<file path="config.mk">
export PLATFORM = sky130hd
export DESIGN_NAME = free_play_ctrl
export DESIGN_NICKNAME = d
export VERILOG_FILES = /design/src/rtl/piano_pkg.sv /design/src/rtl/key_debouncer.sv /design/src/rtl/free_play_ctrl.sv
export SDC_FILE = /design/constraint.sdc
export NUM_CORES = 1
export LEC_CHECK = 0
export ABC_AREA = 1
export CAP_MARGIN = 40
export CORE_MARGIN = 2
export CORE_UTILIZATION = 60
export CTS_BUF_LIST = sky130_fd_sc_hd__clkbuf_4
export DETAILED_ROUTE_END_ITERATION = 7
export PLACE_DENSITY_LB_ADDON = 0.25
export SLEW_MARGIN = 20
export SYNTH_ARGS = -nofsm -noshare
export SYNTH_HDL_FRONTEND = slang
export SYNTH_SLANG_ARGS = --single-unit
</file>
<file path="constraint.sdc">
create_clock -name clk -period 18 [get_ports clk]
set_input_delay 2.7 -clock clk [delete_from_list [all_inputs] [get_ports clk]]
set_output_delay 2.7 -clock clk [all_outputs]
set_load 0.005 [all_outputs]
</file>
<file path="src/rtl/piano_pkg.sv">
// Shared definitions for the free-play keyboard path: FSM states, octave
// codes and the key/octave to note-code mapping used in front of the Buzzer.
package piano_pkg;

   typedef enum logic [1:0] {
      ST_IDLE,
      ST_SOUND,
      ST_SUSTAIN
   } state_t;

   localparam logic [1:0] OCT_LOW  = 2'd0;
   localparam logic [1:0] OCT_MID  = 2'd1;
   localparam logic [1:0] OCT_HIGH = 2'd2;

   localparam int unsigned SILENCE = 0;

   // Octave code 3 is unused on the selector and falls back to mid.
   function automatic logic [1:0] oct_eff(input logic [1:0] oct);
      case (oct)
         OCT_LOW:  return 2'd0;
         OCT_HIGH: return 2'd2;
         default:  return 2'd1;
      endcase
   endfunction

   function automatic logic [7:0] note_code(input logic [3:0] idx,
                                            input logic [1:0] oct,
                                            input logic [4:0] nkeys);
      return 8'd1 + {4'd0, idx} + {3'd0, nkeys} * {6'd0, oct_eff(oct)};
   endfunction

endpackage

</file>
<file path="src/rtl/key_debouncer.sv">
// One key: two-flop synchroniser, consecutive-mismatch debounce counter and
// registered press/release pulses aligned with the reported level.
module key_debouncer #(
   parameter int DEB_CYCLES = 1_000_000
) (
   input  logic clk,
   input  logic rst,
   input  logic key_raw,
   output logic level,
   output logic press_pulse,
   output logic release_pulse
);

   localparam int CW = $clog2(DEB_CYCLES + 1);
   localparam logic [CW-1:0] CNT_LAST = CW'(DEB_CYCLES - 1);

   logic          sync_p0;
   logic          sync_p1;
   logic          stable;
   logic          stable_d;
   logic [CW-1:0] cnt;

   always_ff @(posedge clk or posedge rst) begin
      if (rst) begin
         sync_p0       <= 1'b0;
         sync_p1       <= 1'b0;
         stable        <= 1'b0;
         stable_d      <= 1'b0;
         cnt           <= '0;
         press_pulse   <= 1'b0;
         release_pulse <= 1'b0;
      end else begin
         sync_p0 <= key_raw;
         sync_p1 <= sync_p0;
         // Any cycle where the synchronised input agrees restarts the count.
         if (sync_p1 != stable) begin
            if (cnt == CNT_LAST) begin
               stable <= sync_p1;
               cnt    <= '0;
            end else begin
               cnt <= cnt + 1'b1;
            end
         end else begin
            cnt <= '0;
         end
         stable_d      <= stable;
         press_pulse   <= stable & ~stable_d;
         release_pulse <= ~stable & stable_d;
      end
   end

   // Level is taken one stage late so it lines up with the event pulses.
   assign level = stable_d;

endmodule

</file>
<file path="src/rtl/free_play_ctrl.sv">
// Free-play keyboard controller: debounces NUM_KEYS keys, newest press wins,
// applies the octave offset and drives a registered note code, LEDs and busy.
module free_play_ctrl
   import piano_pkg::*;
#(
   parameter int NUM_KEYS       = 7,
   parameter int NOTE_W         = 5,
   parameter int DEB_CYCLES     = 1_000_000,
   parameter int SUSTAIN_CYCLES = 25_000_000
) (
   input  logic                clk,
   input  logic                rst,
   input  logic [NUM_KEYS-1:0] key_raw,
   input  logic [1:0]          octave,
   input  logic                sustain_en,
   output logic [NOTE_W-1:0]   note,
   output logic [NUM_KEYS-1:0] led,
   output logic                busy
);

   localparam int KW = $clog2(NUM_KEYS);
   localparam int SW = $clog2(SUSTAIN_CYCLES + 1);
   localparam logic [SW-1:0] SUS_INIT = SW'(SUSTAIN_CYCLES);
   localparam logic [SW-1:0] SUS_LAST = SW'(1);

   logic [NUM_KEYS-1:0] held;
   logic [NUM_KEYS-1:0] press;
   logic [NUM_KEYS-1:0] rel;

   for (genvar i = 0; i < NUM_KEYS; i++) begin : g_key
      key_debouncer #(
         .DEB_CYCLES (DEB_CYCLES)
      ) u_deb (
         .clk           (clk),
         .rst           (rst),
         .key_raw       (key_raw[i]),
         .level         (held[i]),
         .press_pulse   (press[i]),
         .release_pulse (rel[i])
      );
   end

   function automatic logic [NOTE_W-1:0] code_of(input logic [KW-1:0] idx,
                                                 input logic [1:0] oct);
      return NOTE_W'(note_code(4'(idx), oct, 5'(NUM_KEYS)));
   endfunction

   function automatic logic [NUM_KEYS-1:0] onehot(input logic [KW-1:0] idx);
      return {{(NUM_KEYS-1){1'b0}}, 1'b1} << idx;
   endfunction

   state_t        state;
   logic [KW-1:0] snd_idx;
   logic [SW-1:0] sus_cnt;

   logic          press_any;
   logic [KW-1:0] press_idx;
   logic          held_any;
   logic [KW-1:0] held_idx;
   logic          take;
   logic [KW-1:0] take_idx;

   // Lowest index wins among simultaneous presses and among held keys.
   always_comb begin
      press_any = 1'b0;
      press_idx = '0;
      held_any  = 1'b0;
      held_idx  = '0;
      for (int i = NUM_KEYS - 1; i >= 0; i--) begin
         if (press[i]) begin
            press_any = 1'b1;
            press_idx = KW'(i);
         end
         if (held[i]) begin
            held_any = 1'b1;
            held_idx = KW'(i);
         end
      end
   end

   // A new press always takes over; a released sounding key falls back to a held one.
   always_comb begin
      take     = press_any;
      take_idx = press_idx;
      if (!press_any && state == ST_SOUND && rel[snd_idx] && held_any) begin
         take     = 1'b1;
         take_idx = held_idx;
      end
   end

   always_ff @(posedge clk or posedge rst) begin
      if (rst) begin
         state   <= ST_IDLE;
         snd_idx <= '0;
         sus_cnt <= '0;
         note    <= NOTE_W'(SILENCE);
         led     <= '0;
         busy    <= 1'b0;
      end else if (take) begin
         state   <= ST_SOUND;
         snd_idx <= take_idx;
         sus_cnt <= '0;
         note    <= code_of(take_idx, octave);
         led     <= onehot(take_idx);
         busy    <= 1'b1;
      end else begin
         case (state)
            ST_SOUND: begin
               if (rel[snd_idx]) begin
                  led <= '0;
                  if (sustain_en) begin
                     state   <= ST_SUSTAIN;
                     sus_cnt <= SUS_INIT;
                  end else begin
                     state <= ST_IDLE;
                     note  <= NOTE_W'(SILENCE);
                     busy  <= 1'b0;
                  end
               end
            end
            ST_SUSTAIN: begin
               if (!sustain_en || sus_cnt == SUS_LAST) begin
                  state   <= ST_IDLE;
                  sus_cnt <= '0;
                  note    <= NOTE_W'(SILENCE);
                  busy    <= 1'b0;
               end else begin
                  sus_cnt <= sus_cnt - 1'b1;
               end
            end
            ST_IDLE: begin
               note <= NOTE_W'(SILENCE);
               led  <= '0;
               busy <= 1'b0;
            end
            default: begin
               state <= ST_IDLE;
               note  <= NOTE_W'(SILENCE);
               led   <= '0;
               busy  <= 1'b0;
            end
         endcase
      end
   end

endmodule

</file>
==> results by group, run 1 <==
Status
  • Status: complete, no violations

Route
  • Routed vias: 9467
  • Total iterations of the first detailed-routing run: 5
  • Routed Wire Length: 22680 um
  • Initial drt markers: 509
  • Avg WL per Cell: 12.60 um
  • Drt drc: 0
  • Detail Route Antenna Nets: 0
  • Post-DR vias/cell: 5.259

Setup path
  • R2R cell count: 16
  • Worst setup EP type: output pin
  • Startpoint type of the worst setup path: register
  • CP max FO: 2
  • Flop-to-flop setup slack: 15.23 ns
  • CP Cell Sequence: clkdlybuf4s50_1
  • RR Startpoint: g_key[2].u_deb.press_pulse
  • Crit path required time: 15.30 ns
  • WP buf/inv: 1
  • Worst reg2reg path endpoint: note[3]
  • Slowest stage delay, CP: 0.57 ns
  • Critical path class: register to output pin
  • Kind of cell adding the most delay to the critical path: buffers and inverters
  • Worst path slowest cell: clkdlybuf4s50_1
  • CP arrival: 1.59 ns

Clock tree
  • Setup bufs post-CTS: 0
  • Reg clk slew, reported paths: 0.06 ns
  • CTS root buffer: clkbuf_4
  • Hold-fix buffers, CTS: 0
  • TritonCTS buffer count: 58
  • CTS tree: yes
  • Clk_lat worst skew: 0.69 ns
  • Post-CTS sizing: 0
  • # clock sinks: 225
  • H-tree depth: 2
  • CTS Buffer Depth: 3

Synth
  • Synth top area cells: dfrtp_1 (49%), nand2_1 (9.6%), nor2_1 (8.5%)
  • Seq cells post-synth: 225
  • Number of synthesized flops with an enable pin: 0
  • Biggest area consumer among synthesized cells: dfrtp_1
  • Asr flop ratio synth: 1.000
  • Sequential fraction of the synthesis area: 0.4949
  • Mean Syn Cell Area: 7.900 um^2
  • Synth top area share: 0.4949
  • Main flop type after synthesis: dfrtp_1
  • Syn Nets: 1467
  • Post-synthesis cell count: 1440
  • Mapped Area: 11380 um^2
  • Yosys Warn Count: 0
  • Synth cell types: 44

Hold path
  • Hold Path Class: register to register
  • Worst Hold Path EP: g_key[5].u_deb.sync_p1
  • Hold Crit Start: g_key[5].u_deb.sync_p0
  • Hold Path Stages: 0

Placement
  • RePlAce Congestion: 0.9004
  • Placed cells: 1695
  • DP Wirelength: 16150 um
  • Post-Place Setup Slack: 13.25 ns
  • I/O Buffers: 24

Die
  • Std cell rows: 50
  • Die area: 20080 um^2
  • Die Span Y: 141.7 um
  • Initial core utilization: 0.6102
  • Core Region: 18640 um^2
  • Die X: 141.7 um
  • IO Count: 25

Final layout
  • Area occupied by multi-input gates: 4846 um^2
  • Share of layout cells above drive strength 1: 0.08371
  • Fill cell count: 1566
  • Final Util: 0.6805
  • Reg area: 5630 um^2
  • P&R area growth vs syn: 11.53%
  • # nets final: 1548
  • Final cell count without fillers: 1800

STA
  • Final worst slack: 13.71 ns
  • Final setup viols: 0
  • Minimum clock period: 4.290 ns
  • RSZ-0062 raised after global routing: false
  • Fin Setup TNS: 0 ns
  • Hold Vio Cnt, Final: 0
  • Setup Skew: 0.03959 ns
  • Worst-margin pin slew: 0.5287 ns
  • Worst slew margin: 0.6476
  • Final period util: 0.2383
  • Max frequency: 233.1 MHz
  • Slew Viols, Final: 0

Global route
  • Total track usage: 0.2379
  • Largest net degree at the start of global routing: 80
  • Grt ovf: 0
  • Vias in the first global route: 9353
  • Initial antenna violation count: 1
  • First-pass GRT wire length: 40160 um

Pwr
  • Static Leak: 0.006065 uW
  • Peak VDD IR: 0.07100 mV
  • Pwr Density: 80.02 nW/um^2

Flow run
  • Max Cap Viol: 0
## registers in the layout (all words and copies together), names as in the netlist
register                   flops
g_key.u_deb.sync_p0            7
snd_idx                        3
note                           5
led                            7
g_key.u_deb.sync_p1            7
g_key.u_deb.press_pulse        7
sus_cnt                       25
g_key.u_deb.stable             7
g_key.u_deb.release_pulse      7
busy                           1
state                          2
g_key.u_deb.cnt              140
g_key.u_deb.level              7
## worst register-to-register path: cells and delay by family, from the launching register on
family	cells	cell delay, ns
AND/OR/NAND/NOR	8	0.82
adder cells (fa/ha/maj)	2	0.61
AO/OA/AOI/OAI	3	0.48
flip-flops	1	0.38
buffers and inverters	2	0.16
XOR/XNOR	1	0.14
## per-stage QoR
| stage | instance area, um^2 | hold WS [ns] | total power (uW) |
|---|---|---|---|
| final | 12690 | 0.3470 | 1015 |
| after floorplan | 11380 | 0.3312 | 571.4 |
| after global placement | 11890 | 0.3343 | 585.1 |
| after CTS | 12680 | 0.3451 | 1033 |
| after global routing | 12690 | 0.3586 | 1069 |
| after detailed placement | 11940 | 0.3347 | 588.2 |
## cells in the final DEF, fill, tap and decap left out, drive strengths merged, types with 26 or more instances in the layout
master  synthesis  layout
dfrtp         225     225
inv           224     224
nor3           54      54
o21ai          51      51
nand2         295     295
nand3          95      95
clkinv          2      26
xor2           43      43
nand4          42      42
nor2          267     267
clkbuf          5      78
a21oi          48      48
## metal layers
layer / track usage / share of wire
met5: 0 / 0
met4: 0.08526 / 0.023
met3: 0.04522 / 0.041
met2: 0.4129 / 0.49
met1: 0.2992 / 0.44
## cell type report
class                   count  area share
diodes                      1   0.0001972
well taps                 234     0.02308
multi-input cells         981      0.3820
repair buffers             29     0.02446
clock buffers              78     0.04615
clock inverters            26     0.01252
flip-flops and latches    225      0.4438
inverters                 226     0.06785
## synth_stat cells (3+ instances only)
cell type	instances
o21a_1	3
and3_1	4
xor2_1	43
nand3_1	90
inv_2	4
o21ai_1	12
clkbuf_1	5
inv_1	220
nand2_1	290
a21oi_1	47
xnor2_1	12
nand3_2	5
dfrtp_1	225
nor3_2	4
nand2_2	4
nor3_1	49
ha_1	14
a211oi_1	3
a31oi_1	12
nor4_1	7
nor2_1	257
nor3b_1	10
nor2_2	10
mux2_2	6
nand4_1	42
o21ai_0	39
## worst max-delay path by stage
stage / startpoint / endpoint / cells past startpoint
after detailed placement: rst / led[5] / 5
final: led[6] / led[6] / 1
after CTS: led[6] / led[6] / 1
after floorplan: rst / busy / 1
after global placement: rst / led[6] / 3
after global routing: led[0] / led[0] / 1
## power breakdown
group	switching, uW	leakage (uW)	internal, uW
Combinational	36.1	0.00258	17.1
Clock	206	0.000434	230
Sequential	8.92	0.00305	516
Total	251	0.00607	764
## kinds of logic (layout without fill, tap and decap cells)
family,Yosys count,in the layout,share of synthesized area
and+or+nand+nor,780,780,0.3002
buffers and inverters,234,359,0.07908
DFF,225,225,0.4949
AOI/OAI and AO/OA,125,125,0.06038
xor gates and xnor gates,55,55,0.04234
adders and majority gates,15,15,0.01716
muxes,6,6,0.005939
other,0,1,0
Power figures use the tool's default switching activity.
==> run 2: changes to the inputs <==
==> constraint.sdc (replaced) <==
create_clock -name clk -period 4.2 [get_ports clk]
set_input_delay 0.63 -clock clk [delete_from_list [all_inputs] [get_ports clk]]
set_output_delay 0.63 -clock clk [all_outputs]
set_load 0.005 [all_outputs]
==> results by group, run 2 (same netlist as run 1, synthesis figures left out) <==
Status
  • Status: complete, no violations (unchanged)

Pwr
  • Peak VDD IR: 0.2362 mV (was 0.07100 mV)
  • Static Leak: 0.006069 uW (was 0.006065 uW)
  • Pwr Density: 344.4 nW/um^2 (was 80.02 nW/um^2)

Die
  • Core Region: 18640 um^2 (unchanged)
  • Die X: 141.7 um (unchanged)
  • Std cell rows: 50 (unchanged)
  • Die area: 20080 um^2 (unchanged)
  • Initial core utilization: 0.6102 (unchanged)
  • Die Span Y: 141.7 um (unchanged)
  • IO Count: 25 (unchanged)

Setup path
  • Kind of cell adding the most delay to the critical path: simple AND/OR/NAND/NOR gates (was buffers and inverters)
  • Worst path slowest cell: dfrtp_1 (was clkdlybuf4s50_1)
  • Slowest stage delay, CP: 0.42 ns (was 0.57 ns)
  • Worst reg2reg path endpoint: note[3] (unchanged)
  • Levels on crit path: 14 (was 1)
  • Crit path required time: 4.74 ns (was 15.30 ns)
  • WP buf/inv: 1 (unchanged)
  • Critical path class: register to register (was register to output pin)
  • CP max FO: 5 (was 2)
  • R2R cell count: 14 (was 16)
  • Flop-to-flop setup slack: 1.53 ns (was 15.23 ns)
  • Startpoint type of the worst setup path: register (unchanged)
  • RR Startpoint: g_key[4].u_deb.press_pulse (was g_key[2].u_deb.press_pulse)
  • CP Cell Sequence: nor3_4 -> nand3_2 -> clkinv_1 -> nand2_1 -> nor2_2 -> nand3_1 -> o21ai_1 -> ha_1 -> ha_1 -> a21oi_1 -> nor2_1 -> nor2_1 -> xor2_1 -> o21ai_0 (was clkdlybuf4s50_1)
  • Worst setup EP type: register (was output pin)
  • Worst Setup SP: g_key[4].u_deb.press_pulse (was led[6])
  • CP arrival: 3.21 ns (was 1.59 ns)
  • Crit path capture: note[3] (was led[6])

Global route
  • Met2 usage: 0.3975 (was 0.4129)
  • GR peak layer: met2 (unchanged)
  • Initial antenna violation count: 1 (unchanged)
  • Met3 usage: 0.04522 (unchanged)
  • Routing usage on met1: 0.3094 (was 0.2992)
  • Grt ovf: 0 (unchanged)
  • Largest net degree at the start of global routing: 123 (was 80)
  • Vias in the first global route: 9154 (was 9353)
  • Total track usage: 0.2365 (was 0.2379)
  • First-pass GRT wire length: 39720 um (was 40160 um)

Clock tree
  • H-tree depth: 2 (unchanged)
  • Reg clk slew, reported paths: 0.07 ns (was 0.06 ns)
  • CTS Buffer Depth: 3 (unchanged)
  • Post-CTS sizing: 0 (unchanged)
  • CTS root buffer: clkbuf_4 (unchanged)
  • TritonCTS buffer count: 59 (was 58)
  • CTS tree: yes (unchanged)
  • Hold-fix buffers, CTS: 0 (unchanged)
  • # clock sinks: 225 (unchanged)
  • Clk_lat worst skew: 0.69 ns (about the same)
  • Setup bufs post-CTS: 0 (unchanged)

Final layout
  • Most frequent cells in the layout: nand2_1 (290), nor2_1 (257), dfrtp_1 (225) (unchanged)
  • Commonest non-fill, non-tap cell in the layout: nand2_1 (unchanged)
  • Biggest register: g_key.u_deb.cnt (unchanged)
  • # nets final: 1549 (was 1548)
  • Biggest regs: g_key.u_deb.cnt: 140 flops, sus_cnt: 25 flops (unchanged)
  • Share of layout cells above drive strength 1: 0.08969 (was 0.08371)
  • P&R area growth vs syn: 11.45% (was 11.53%)
  • Max reg flops: 140 (unchanged)

STA
  • Worst-margin pin slew: 0.6230 ns (was 0.5287 ns)
  • Hold Vio Cnt, Final: 0 (unchanged)
  • Hold_ws: 0.2881 ns (was 0.3470 ns)
  • Minimum clock period: 2.674 ns
  • Worst slew margin: 0.5846 (was 0.6476)
  • Max frequency: 374.0 MHz
  • Slew Viols, Final: 0 (unchanged)
  • Final period util: 0.6366
  • Setup Skew: 0.03440 ns (was 0.03959 ns)
  • Fin Setup TNS: 0 ns (unchanged)
  • Final setup viols: 0 (unchanged)
  • RSZ-0062 raised after global routing: false (unchanged)

Route
  • Drt drc: 0 (unchanged)
  • Detail Route Antenna Nets: 0 (unchanged)
  • Total iterations of the first detailed-routing run: 5 (unchanged)
  • Routed Wire Length: 22460 um (was 22680 um)
  • Post-DR vias/cell: 5.223 (was 5.259)
  • Initial drt markers: 602 (was 509)
  • Routed vias: 9386 (was 9467)
  • Avg WL per Cell: 12.50 um (was 12.60 um)

Hold path
  • Hold Path Class: primary input to async pin (was register to register)

Placement
  • RePlAce Congestion: 0.8709 (was 0.9004)
  • I/O Buffers: 24 (unchanged)
  • DP Wirelength: 15950 um (was 16150 um)

Flow run
  • Max Cap Viol: 0 (unchanged)
[run 2: cell types whose count changed in the layout (fill, tap and decap cells not counted), sizes merged]
cell / delta
clkbuf: +12
clkinvlp: +1
bufinv: -1
diode: +1
clkinv: -16
[run 2: cell type report]
type | instances | area [um^2]
clock buffer | 90 | 675.6
antenna | 2 | 5.005
multi-input combinational | 981 | 4846
fill | 1553 | 5964
sequential | 225 | 5630
tap | 234 | 292.8
clock inverter | 10 | 68.82
timing repair buffer | 29 | 302.8
inverter | 226 | 857.1
[run 2: worst register-to-register path: cells and delay by family (launching register included)]
family / cells / cell delay [ns]
AO/OA/AOI/OAI: 3 / 0.45
XOR/XNOR: 1 / 0.14
adder cells (fa/ha/maj): 2 / 0.58
buffers and inverters: 1 / 0.10
flip-flops: 1 / 0.42
AND/OR/NAND/NOR: 7 / 0.86
[run 2: worst min-delay path by stage]
stage                                       from                endpoint  slack, ns  depth (start not counted)
after detailed placement  g_key[2].u_deb.sync_p0  g_key[2].u_deb.sync_p1       0.33                          0
after global placement    g_key[6].u_deb.sync_p0  g_key[6].u_deb.sync_p1       0.34                          0
final                                        rst  g_key[5].u_deb.cnt[16]       0.29                          2
after floorplan           g_key[0].u_deb.sync_p0  g_key[0].u_deb.sync_p1       0.33                          0
after global routing                         rst  g_key[5].u_deb.cnt[17]       0.28                          2
after CTS                                    rst  g_key[5].u_deb.cnt[16]       0.25                          2
[run 2: metrics by stage]
stage / instances / area, um^2 / util / setup WS [ns] / power, uW
4_1_cts: 1795 / 12670 / 0.6798 / 1.532 / 4442
2_1_floorplan: 1440 / 11380 / - / 0.6320 / 2450
6_report: 1797 / 12680 / 0.6801 / 1.526 / 4367
3_5_place_dp: 1695 / 11930 / 0.6399 / 1.528 / 2519
3_3_place_gp: 1694 / 11920 / 0.6395 / 1.606 / 2511
5_1_grt: 1797 / 12680 / 0.6801 / 1.325 / 4609
[run 2: metal layers]
layer | wire length, um | up-vias
met3 | 925 | 37
li1 | - | 4805
met2 | 10900 | 179
met4 | 461 | 0
met5 | 0 | -
met1 | 10170 | 4365
[run 2: report_power, final]
| part | switching, uW | internal (uW) |
|---|---|---|
| Combinational | 152 | 72.4 |
| Clock | 865 | 1030 |
| Sequential | 38.3 | 2210 |
